$ cat config.mk
export PLATFORM = sky130hd
export DESIGN_NAME = pslip_grant_arb_flat
export DESIGN_NICKNAME = d
export VERILOG_FILES = /design/src/rtl/pslip_grant_arb_if.sv /design/src/rtl/pslip_grant_arb.sv /design/src/flat_wrapper.sv
export SDC_FILE = /design/constraint.sdc
export NUM_CORES = 1
export LEC_CHECK = 0
export BUFFER_PORTS_ARGS = -buffer_cell sky130_fd_sc_hd__clkbuf_2
export CAP_MARGIN = 20
export CELL_PAD_IN_SITES_DETAIL_PLACEMENT = 1
export CELL_PAD_IN_SITES_GLOBAL_PLACEMENT = 1
export CORE_MARGIN = 2
export CORE_UTILIZATION = 25
export DETAILED_ROUTE_END_ITERATION = 10
export PLACE_DENSITY = 0.59
export SLEW_MARGIN = 0
export SYNTH_ARGS = -nofsm -noshare
export SYNTH_HDL_FRONTEND = slang
export SYNTH_SLANG_ARGS = --single-unit
$ cat constraint.sdc
create_clock -name clk -period 5 [get_ports clk]
set_clock_uncertainty 0.1 [all_clocks]
set_input_delay 0 -clock clk [delete_from_list [all_inputs] [get_ports clk]]
set_output_delay 0 -clock clk [all_outputs]
set_load 0.05 [all_outputs]
$ cat src/rtl/pslip_grant_arb_if.sv
// Handshake bundle between the pSLIP priority selector, the grant stage and
// the input-side accept arbiter.
interface pslip_grant_arb_if #(
  parameter int N = 16,
  parameter int P = 32,
  parameter int C = $clog2(P),
  parameter int W = $clog2(N)
) ();
  logic         req_valid;
  logic [N-1:0] req;
  logic [C-1:0] prio;
  logic         busy;
  logic [N-1:0] gnt;
  logic [W-1:0] gnt_idx;
  logic [C-1:0] gnt_prio;
  logic         gnt_valid;
  logic         acc_valid;
  logic         acc;
  logic         timeout;

  modport master (
    output req_valid, req, prio, acc_valid, acc,
    input  busy, gnt, gnt_idx, gnt_prio, gnt_valid, timeout
  );

  modport slave (
    input  req_valid, req, prio, acc_valid, acc,
    output busy, gnt, gnt_idx, gnt_prio, gnt_valid, timeout
  );
endinterface

$ cat src/rtl/pslip_grant_arb.sv
// pSLIP output-port grant stage: round-robin grant per priority level, pointer
// advanced only on an accepted grant, unanswered grants dropped after TIMEOUT.
module pslip_grant_arb #(
  parameter int N       = 16,
  parameter int P       = 32,
  parameter int C       = $clog2(P),
  parameter int W       = $clog2(N),
  parameter int TIMEOUT = 8
) (
  input  logic              clk,
  input  logic              reset,
  pslip_grant_arb_if.slave  bus
);

  localparam int TW = $clog2(TIMEOUT);

  typedef enum logic [1:0] {IDLE, ARB, WAIT} state_t;

  state_t       state_q, state_d;
  logic [N-1:0] req_q, req_d;
  logic [C-1:0] prio_q, prio_d;
  logic [TW-1:0] timer_q, timer_d;
  logic [N-1:0] gnt_q, gnt_d;
  logic [W-1:0] gnt_idx_q, gnt_idx_d;
  logic [C-1:0] gnt_prio_q, gnt_prio_d;
  logic         gnt_valid_q, gnt_valid_d;
  logic         timeout_q, timeout_d;
  logic [W-1:0] ptr_q [P];
  logic         ptr_we;
  logic [W-1:0] winner;

  // Circular search: first set bit at or after base, wrapping N-1 -> 0.
  function automatic logic [W-1:0] first_from(input logic [N-1:0] r,
                                              input logic [W-1:0] base);
    logic [W-1:0] idx;
    logic         found;
    first_from = base;
    found      = 1'b0;
    for (int k = 0; k < N; k++) begin
      idx = base + W'(k);
      if (!found && r[idx]) begin
        first_from = idx;
        found      = 1'b1;
      end
    end
  endfunction

  assign winner = first_from(req_q, ptr_q[prio_q]);

  always_comb begin
    state_d     = state_q;
    req_d       = req_q;
    prio_d      = prio_q;
    timer_d     = timer_q;
    gnt_d       = gnt_q;
    gnt_idx_d   = gnt_idx_q;
    gnt_prio_d  = gnt_prio_q;
    gnt_valid_d = gnt_valid_q;
    timeout_d   = 1'b0;
    ptr_we      = 1'b0;
    unique case (state_q)
      IDLE: begin
        if (bus.req_valid && (|bus.req)) begin
          req_d   = bus.req;
          prio_d  = bus.prio;
          state_d = ARB;
        end
      end
      ARB: begin
        gnt_d         = '0;
        gnt_d[winner] = 1'b1;
        gnt_idx_d     = winner;
        gnt_prio_d    = prio_q;
        gnt_valid_d   = 1'b1;
        timer_d       = '0;
        state_d       = WAIT;
      end
      WAIT: begin
        // A response in the expiry cycle takes precedence over the timeout.
        if (bus.acc_valid || (timer_q == TW'(TIMEOUT - 1))) begin
          ptr_we      = bus.acc_valid && bus.acc;
          timeout_d   = !bus.acc_valid;
          gnt_d       = '0;
          gnt_idx_d   = '0;
          gnt_prio_d  = '0;
          gnt_valid_d = 1'b0;
          state_d     = IDLE;
        end else begin
          timer_d = timer_q + TW'(1);
        end
      end
      default: state_d = IDLE;
    endcase
  end

  always_ff @(posedge clk) begin
    if (!reset) begin
      state_q     <= IDLE;
      req_q       <= '0;
      prio_q      <= '0;
      timer_q     <= '0;
      gnt_q       <= '0;
      gnt_idx_q   <= '0;
      gnt_prio_q  <= '0;
      gnt_valid_q <= 1'b0;
      timeout_q   <= 1'b0;
      for (int i = 0; i < P; i++) ptr_q[i] <= '0;
    end else begin
      state_q     <= state_d;
      req_q       <= req_d;
      prio_q      <= prio_d;
      timer_q     <= timer_d;
      gnt_q       <= gnt_d;
      gnt_idx_q   <= gnt_idx_d;
      gnt_prio_q  <= gnt_prio_d;
      gnt_valid_q <= gnt_valid_d;
      timeout_q   <= timeout_d;
      if (ptr_we) ptr_q[gnt_prio_q] <= gnt_idx_q + W'(1);
    end
  end

  assign bus.busy      = (state_q != IDLE);
  assign bus.gnt       = gnt_q;
  assign bus.gnt_idx   = gnt_idx_q;
  assign bus.gnt_prio  = gnt_prio_q;
  assign bus.gnt_valid = gnt_valid_q;
  assign bus.timeout   = timeout_q;

endmodule
$ cat src/flat_wrapper.sv
// flat-port wrapper written by rule: the top's interface ports become plain ports
module pslip_grant_arb_flat 
#(
  parameter int N       = 16,
  parameter int P       = 32,
  parameter int C       = $clog2(P),
  parameter int W       = $clog2(N),
  parameter int TIMEOUT = 8
)
  (clk, reset, bus_req_valid, bus_req, bus_prio, bus_acc_valid, bus_acc, bus_busy, bus_gnt, bus_gnt_idx, bus_gnt_prio, bus_gnt_valid, bus_timeout);
  pslip_grant_arb_if #(.N(N), .P(P), .C(C), .W(W)) bus_i ();
  input  logic clk;
  input  logic reset;
  input wire logic [$bits(bus_i.req_valid)-1:0] bus_req_valid;
  input wire logic [$bits(bus_i.req)-1:0] bus_req;
  input wire logic [$bits(bus_i.prio)-1:0] bus_prio;
  input wire logic [$bits(bus_i.acc_valid)-1:0] bus_acc_valid;
  input wire logic [$bits(bus_i.acc)-1:0] bus_acc;
  output wire logic [$bits(bus_i.busy)-1:0] bus_busy;
  output wire logic [$bits(bus_i.gnt)-1:0] bus_gnt;
  output wire logic [$bits(bus_i.gnt_idx)-1:0] bus_gnt_idx;
  output wire logic [$bits(bus_i.gnt_prio)-1:0] bus_gnt_prio;
  output wire logic [$bits(bus_i.gnt_valid)-1:0] bus_gnt_valid;
  output wire logic [$bits(bus_i.timeout)-1:0] bus_timeout;
  assign bus_i.req_valid = bus_req_valid;
  assign bus_i.req = bus_req;
  assign bus_i.prio = bus_prio;
  assign bus_i.acc_valid = bus_acc_valid;
  assign bus_i.acc = bus_acc;
  assign bus_busy = bus_i.busy;
  assign bus_gnt = bus_i.gnt;
  assign bus_gnt_idx = bus_i.gnt_idx;
  assign bus_gnt_prio = bus_i.gnt_prio;
  assign bus_gnt_valid = bus_i.gnt_valid;
  assign bus_timeout = bus_i.timeout;
  pslip_grant_arb #(.N(N), .P(P), .C(C), .W(W), .TIMEOUT(TIMEOUT)) u_core (.clk(clk), .reset(reset), .bus(bus_i));
endmodule
Yosys cells after proc, flatten, opt, wreduce, memory -nomap -nowiden

Memories as Yosys holds them, arrays and structs flattened. A register that Yosys moved wholly into a read port is not among the register bits.
Index checks and enable logic that the tools add are counted.

Eq/ne operators: 6
Add/sub/neg operators: 17
Magnitude comparators: 18
Reductions and logical operators: 45
Mux-type cells: 88

Operator list:

| kind                                                  | number |
|---|---|
| < comparator 4 x 5 -> 1 bit, second input constant    | 17 |
| 2-to-1 mux 4 bit                                      | 17 |
| binary-select mux 1 bit (select 4 bit)                | 16 |
| 2-to-1 mux 1 bit                                      | 40 |
| adder 4 bit, second input constant                    | 8 |
| one-hot mux 16 bit (2 select lines)                   | 1 |
| 2-to-1 mux 5 bit                                      | 4 |
| logical AND 1 bit                                     | 18 |
| adder 4 x 3 -> 4 bit, second input constant           | 4 |
| logical NOT 1 bit                                     | 16 |
| 2-to-1 mux 16 bit                                     | 1 |
| OR reduction 16 bit                                   | 1 |
| one-hot mux 5 bit (2 select lines)                    | 1 |
| adder 4 x 1 -> 4 bit, second input constant           | 2 |
| adder 4 x 2 -> 4 bit, second input constant           | 2 |
| one-hot mux 4 bit (2 select lines)                    | 1 |
| AND reduction 2 bit                                   | 4 |
| one-hot mux 2 bit (3 select lines)                    | 1 |
| one-hot mux 3 bit (2 select lines)                    | 1 |
| demux 1 bit (select 4 bit)                            | 1 |
| >= comparator 4 x 1 -> 1 bit, second input constant   | 1 |
| 2-to-1 mux 2 bit                                      | 2 |
| inequality test 2 x 1 -> 1 bit, second input constant | 2 |
| nonzero test 2 bit                                    | 2 |
| 11 further kinds                                      | 11 |

Output and inout bits: 28
Input port bits: 26
Memories: 1
Memory bits (writable): 128
Word-level logic and storage cells: 184
Register bits: 53

Memories:

| memory       | words | width | read ports | clocked after memory_dff | write ports | RTL line              | source |
|---|---|---|---|---|---|---|---|
| u_core.ptr_q | 32    | 4     | 1          | 1                        | 32          | pslip_grant_arb.sv:28 | `logic [W-1:0] ptr_q [P];` |

Logic depth before layout (Yosys ltp)

Word-level depth: 53
Mapped depth: 25
Depth with buffers taken out: 16

Least setup slack after synthesis

OpenSTA, ideal clock, no wires.

Kind: flip-flop to flip-flop
From: register (tool-made name)
To: register u_core.gnt_q[15], in the netlist u_core.bus.gnt[15]
Period minus slack after synthesis: 5540 ps
Data required time: 4813 ps
Buffers on the path: 6
Slack: -540 ps
Arrival time: 5353 ps
Setup time: 87 ps
Cell stages (with the launch flop): 23
Cells stage by stage: dfxtp_1 -> buf_2 -> mux4_2 -> nor2b_1 -> a2111oi_0 -> or4_4 -> buf_2 -> buf_2 -> ha_1 -> clkbuf_1 -> inv_1 -> mux4_2 -> mux2_2 -> mux2_4 -> nor2_8 -> nand4_4 -> buf_6 -> a31o_1 -> o211ai_2 -> o21ai_1 -> or3_1 -> buf_6 -> o31ai_1

RTL lines:

| item                 | RTL line               | source |
|---|---|---|
| end signal, assigned | pslip_grant_arb.sv:113 | `gnt_q <= gnt_d;` |
| end, declared        | pslip_grant_arb.sv:23  | `logic [N-1:0] gnt_q, gnt_d;` |

==> run metrics <==
Clk Latency, worst-skew pair=0.45 ns; row count=between 70 and 80; Max-cap violations=0; vias in the first global route=between 9000 and 10000; Tightest Pin Transition=1.01 ns; clock power share=0.222; CP required=approximately 5.3 ns; DR DRC count=0; clock-pin slew on the worst setup and hold paths=about 0.080 ns; Logic pwr share=0.509; Post-Syn Area per Cell=about 11 µm²; CTS tree=yes; CORE AREA=0.0410 mm²; fin crit share=1.00; top_reg_cell synth=edfxtp_1; GPL Wtd Cong=~0.9; Area Growth Syn to Fin=35.4%; Worst IR Drop VDD=0.301 mV; top post-synthesis cells by area=edfxtp_1 37%, dfxtp_1 11%, mux2i_1 7.1%; leakage=approximately 5.5 nW; ys async rst share=0; failing checks=setup timing; Syn Inst Count=978; final cell count without fillers=between 1500 and 2000; Final min period=approximately 5 ns; Final Max Slew Viols=0; Yosys reg bits=roughly 190; Iter 0 DRT Violations=slightly below 600; cell chain of the critical path=buf_16 > buf_6 > buf_6 > mux4_2 > a211oi_2 > or4_4 > ha_4 > mux4_2 > mux2_4 > mux2_4 > nor2_8 > nand4_4 > buf_6 > a31o_1 > o211ai_2 > o21ai_2 > or3_4 > o31ai_4; Routed Wire Length=36.1 mm; switching portion of total power=0.392; most common cell type on the critical path=buf_6; dpl hpwl=roughly 26 mm; number of antenna diodes=0; vias per cell=around 5; Cells after DPL=about 1700; Post-Syn Nets=slightly above 1000; Final Net Count=~1200; initial core utilization=0.254; GR Overflow Total=0; CP max stage delay=roughly 0.6 ns; clock sinks=approximately 190; antenna violations before repair=0; CP startpoint kind=flip-flop; # IOs=54; switching pwr=~0.0026 W; mapped cell area=0.0104 mm²; first-pass GRT wire length=~55 mm; largest net degree at the start of global routing=38; post-synth top area share=0.369; sequential element share of the synthesized area=0.480; worst setup slack after layout=-0.000850 ns; wire per inst=between 20 and 25 µm; RSZ-0062 raised after global routing=true; Post-synth top cells=165 x nor2_1, 128 x edfxtp_1, 114 x nand2_1; Crit Path Max Fanout=8; total global routing track utilization=0.165; post-route ant nets=0; fraction of layout cells with a size suffix above 1=0.361; Final Util=0.344; EDFF count, synth=approximately 130; clk root buf=clkbuf_16; internal power=slightly above 0.004 W; Chip Width=208 µm; number of buffers created by CTS=17; IO Port Bufs=between 50 and 60; Cell Area, Placed=around 0.012 mm²; H-tree depth=4; overall power=0.00662 W; drt first pass iters=4; status=finished with violations; nature of the critical path endpoint=flip-flop; PD cells=about 470 mW/mm²; Via Count=a little under 9000; Fmax achieved=approximately 200 MHz; DIE HEIGHT=~210 µm; slowest CP cell=or4_4; Die ar.=~0.043 mm²; crit-path leading delay family=multiplexers; endpoints failing hold=0; worst hold path class=in2reg; most common cell in the synthesized netlist=nor2_1; Yosys cell types=~80; Crit Path Class=reg2reg; WP buf/inv=4; Longest Clk Path Bufs=2; post-synth top area cell=edfxtp_1; Max transition margin=0.328; Crit path arrival time=roughly 5.3 ns; final setup vio count=2; post-route cell area=0.0141 mm²; TNS Setup=-0.00111 ns; Reg2Reg Setup Slack=-0.0008 ns; yosys warns=0; Reg power frac=0.269
==> through the flow <==
stage / hold WS (ns) / setup WS [ns]
after floorplan: -0.0229 / -0.177
after global placement: 0.128 / -0.653
after detailed placement: 0.142 / -0.667
after CTS: 0.0459 / -0.0199
after global routing: 0.0774 / -0.162
final: 0.0493 / -0.000850
==> tightest hold or removal path: stages <==
cell	delay [ns]
clkbuf_2	0.08
buf_4	0.26
nand2_1	0.12
nor3_1	0.04
==> routing by layer <==
layer,share of wire,global-route usage,vias to the layer above
met5,0,0,-
met2,0.51,0.290,170
met1,0.42,0.202,4442
met4,0.034,0.0687,0
met3,0.030,0.0225,63
li1,-,-,4101
==> layout by cell type (no fill, tap or decap), drive strengths merged, types with 9 or more instances in the layout <==
cell type / n
edfxtp: 128
inv: 27
nor2: 166
and3: 34
o31ai: 19
o41ai: 9
buf: 193
mux4: 32
xnor2: 13
nand3: 12
dfxtp: 58
mux2i: 78
nor2b: 12
ha: 10
nand2b: 14
mux2: 12
o21ai: 28
a22oi: 22
dlygate4sd3: 23
a21oi: 22
nor3: 10
a21boi: 10
nand2: 115
clkbuf: 70
==> cells by family (layout without fill, tap and decap cells) <==
logic type	count (synthesis)	count (layout)	share of synthesized area
simple gates	394	394	0.172
xor+xnor	14	14	0.0143
mux	122	122	0.161
flops	186	186	0.480
buf+inv	79	321	0.0388
fa+ha+maj	10	10	0.0120
compound gates	173	173	0.122
==> flip-flops by register name, indices dropped and copies added, names as in the netlist, named ones only <==
signal                flops
u_core.bus.gnt_prio       5
u_core.prio_q             5
u_core.ptr_q            128
u_core.bus.gnt           16
u_core.bus.timeout        1
u_core.bus.gnt_idx        4
u_core.timer_q            3
u_core.bus.gnt_valid      1
u_core.state_q            2
u_core.req_q             16
==> power groups by stage <==
stage / Combinational (W) / Sequential, W / Clock (W)
2_1_floorplan: 0.00148 / 0.00185 / 0
3_3_place_gp: 0.00267 / 0.00181 / 0
3_5_place_dp: 0.00269 / 0.00181 / 0
4_1_cts: 0.00300 / 0.00178 / 0.00150
5_1_grt: 0.00359 / 0.00178 / 0.00155
6_report: 0.00337 / 0.00178 / 0.00147
==> path summary, 6_finish.rpt <==
check,cells after the start,endpoint,from
max,18,u_core.bus.gnt[6],flip-flop
min,4,u_core.bus.timeout,reset
max reg2reg,18,u_core.bus.gnt[6],flip-flop
min reg2reg,2,u_core.bus.gnt[7],u_core.bus.gnt[7]
==> area by class of cell <==
class,instances,area [µm²]
clock buffer,17,425
fill,4566,26900
clock inverter,15,215
sequential,186,5010
multi-input combinational,713,5640
timing repair buffer,269,2070
inverter,20,83.8
tap,532,666
==> repair_timing <==
item                                    CTS  global route
pin swaps                                17            20
gates cloned                              1             0
hold endpoints to repair                 31             0
hold buffers                             23             0
resized for setup                        62            72
endpoints found under the setup margin   20            19
setup buffers                            20            17
Power figures use the tool's default switching activity.
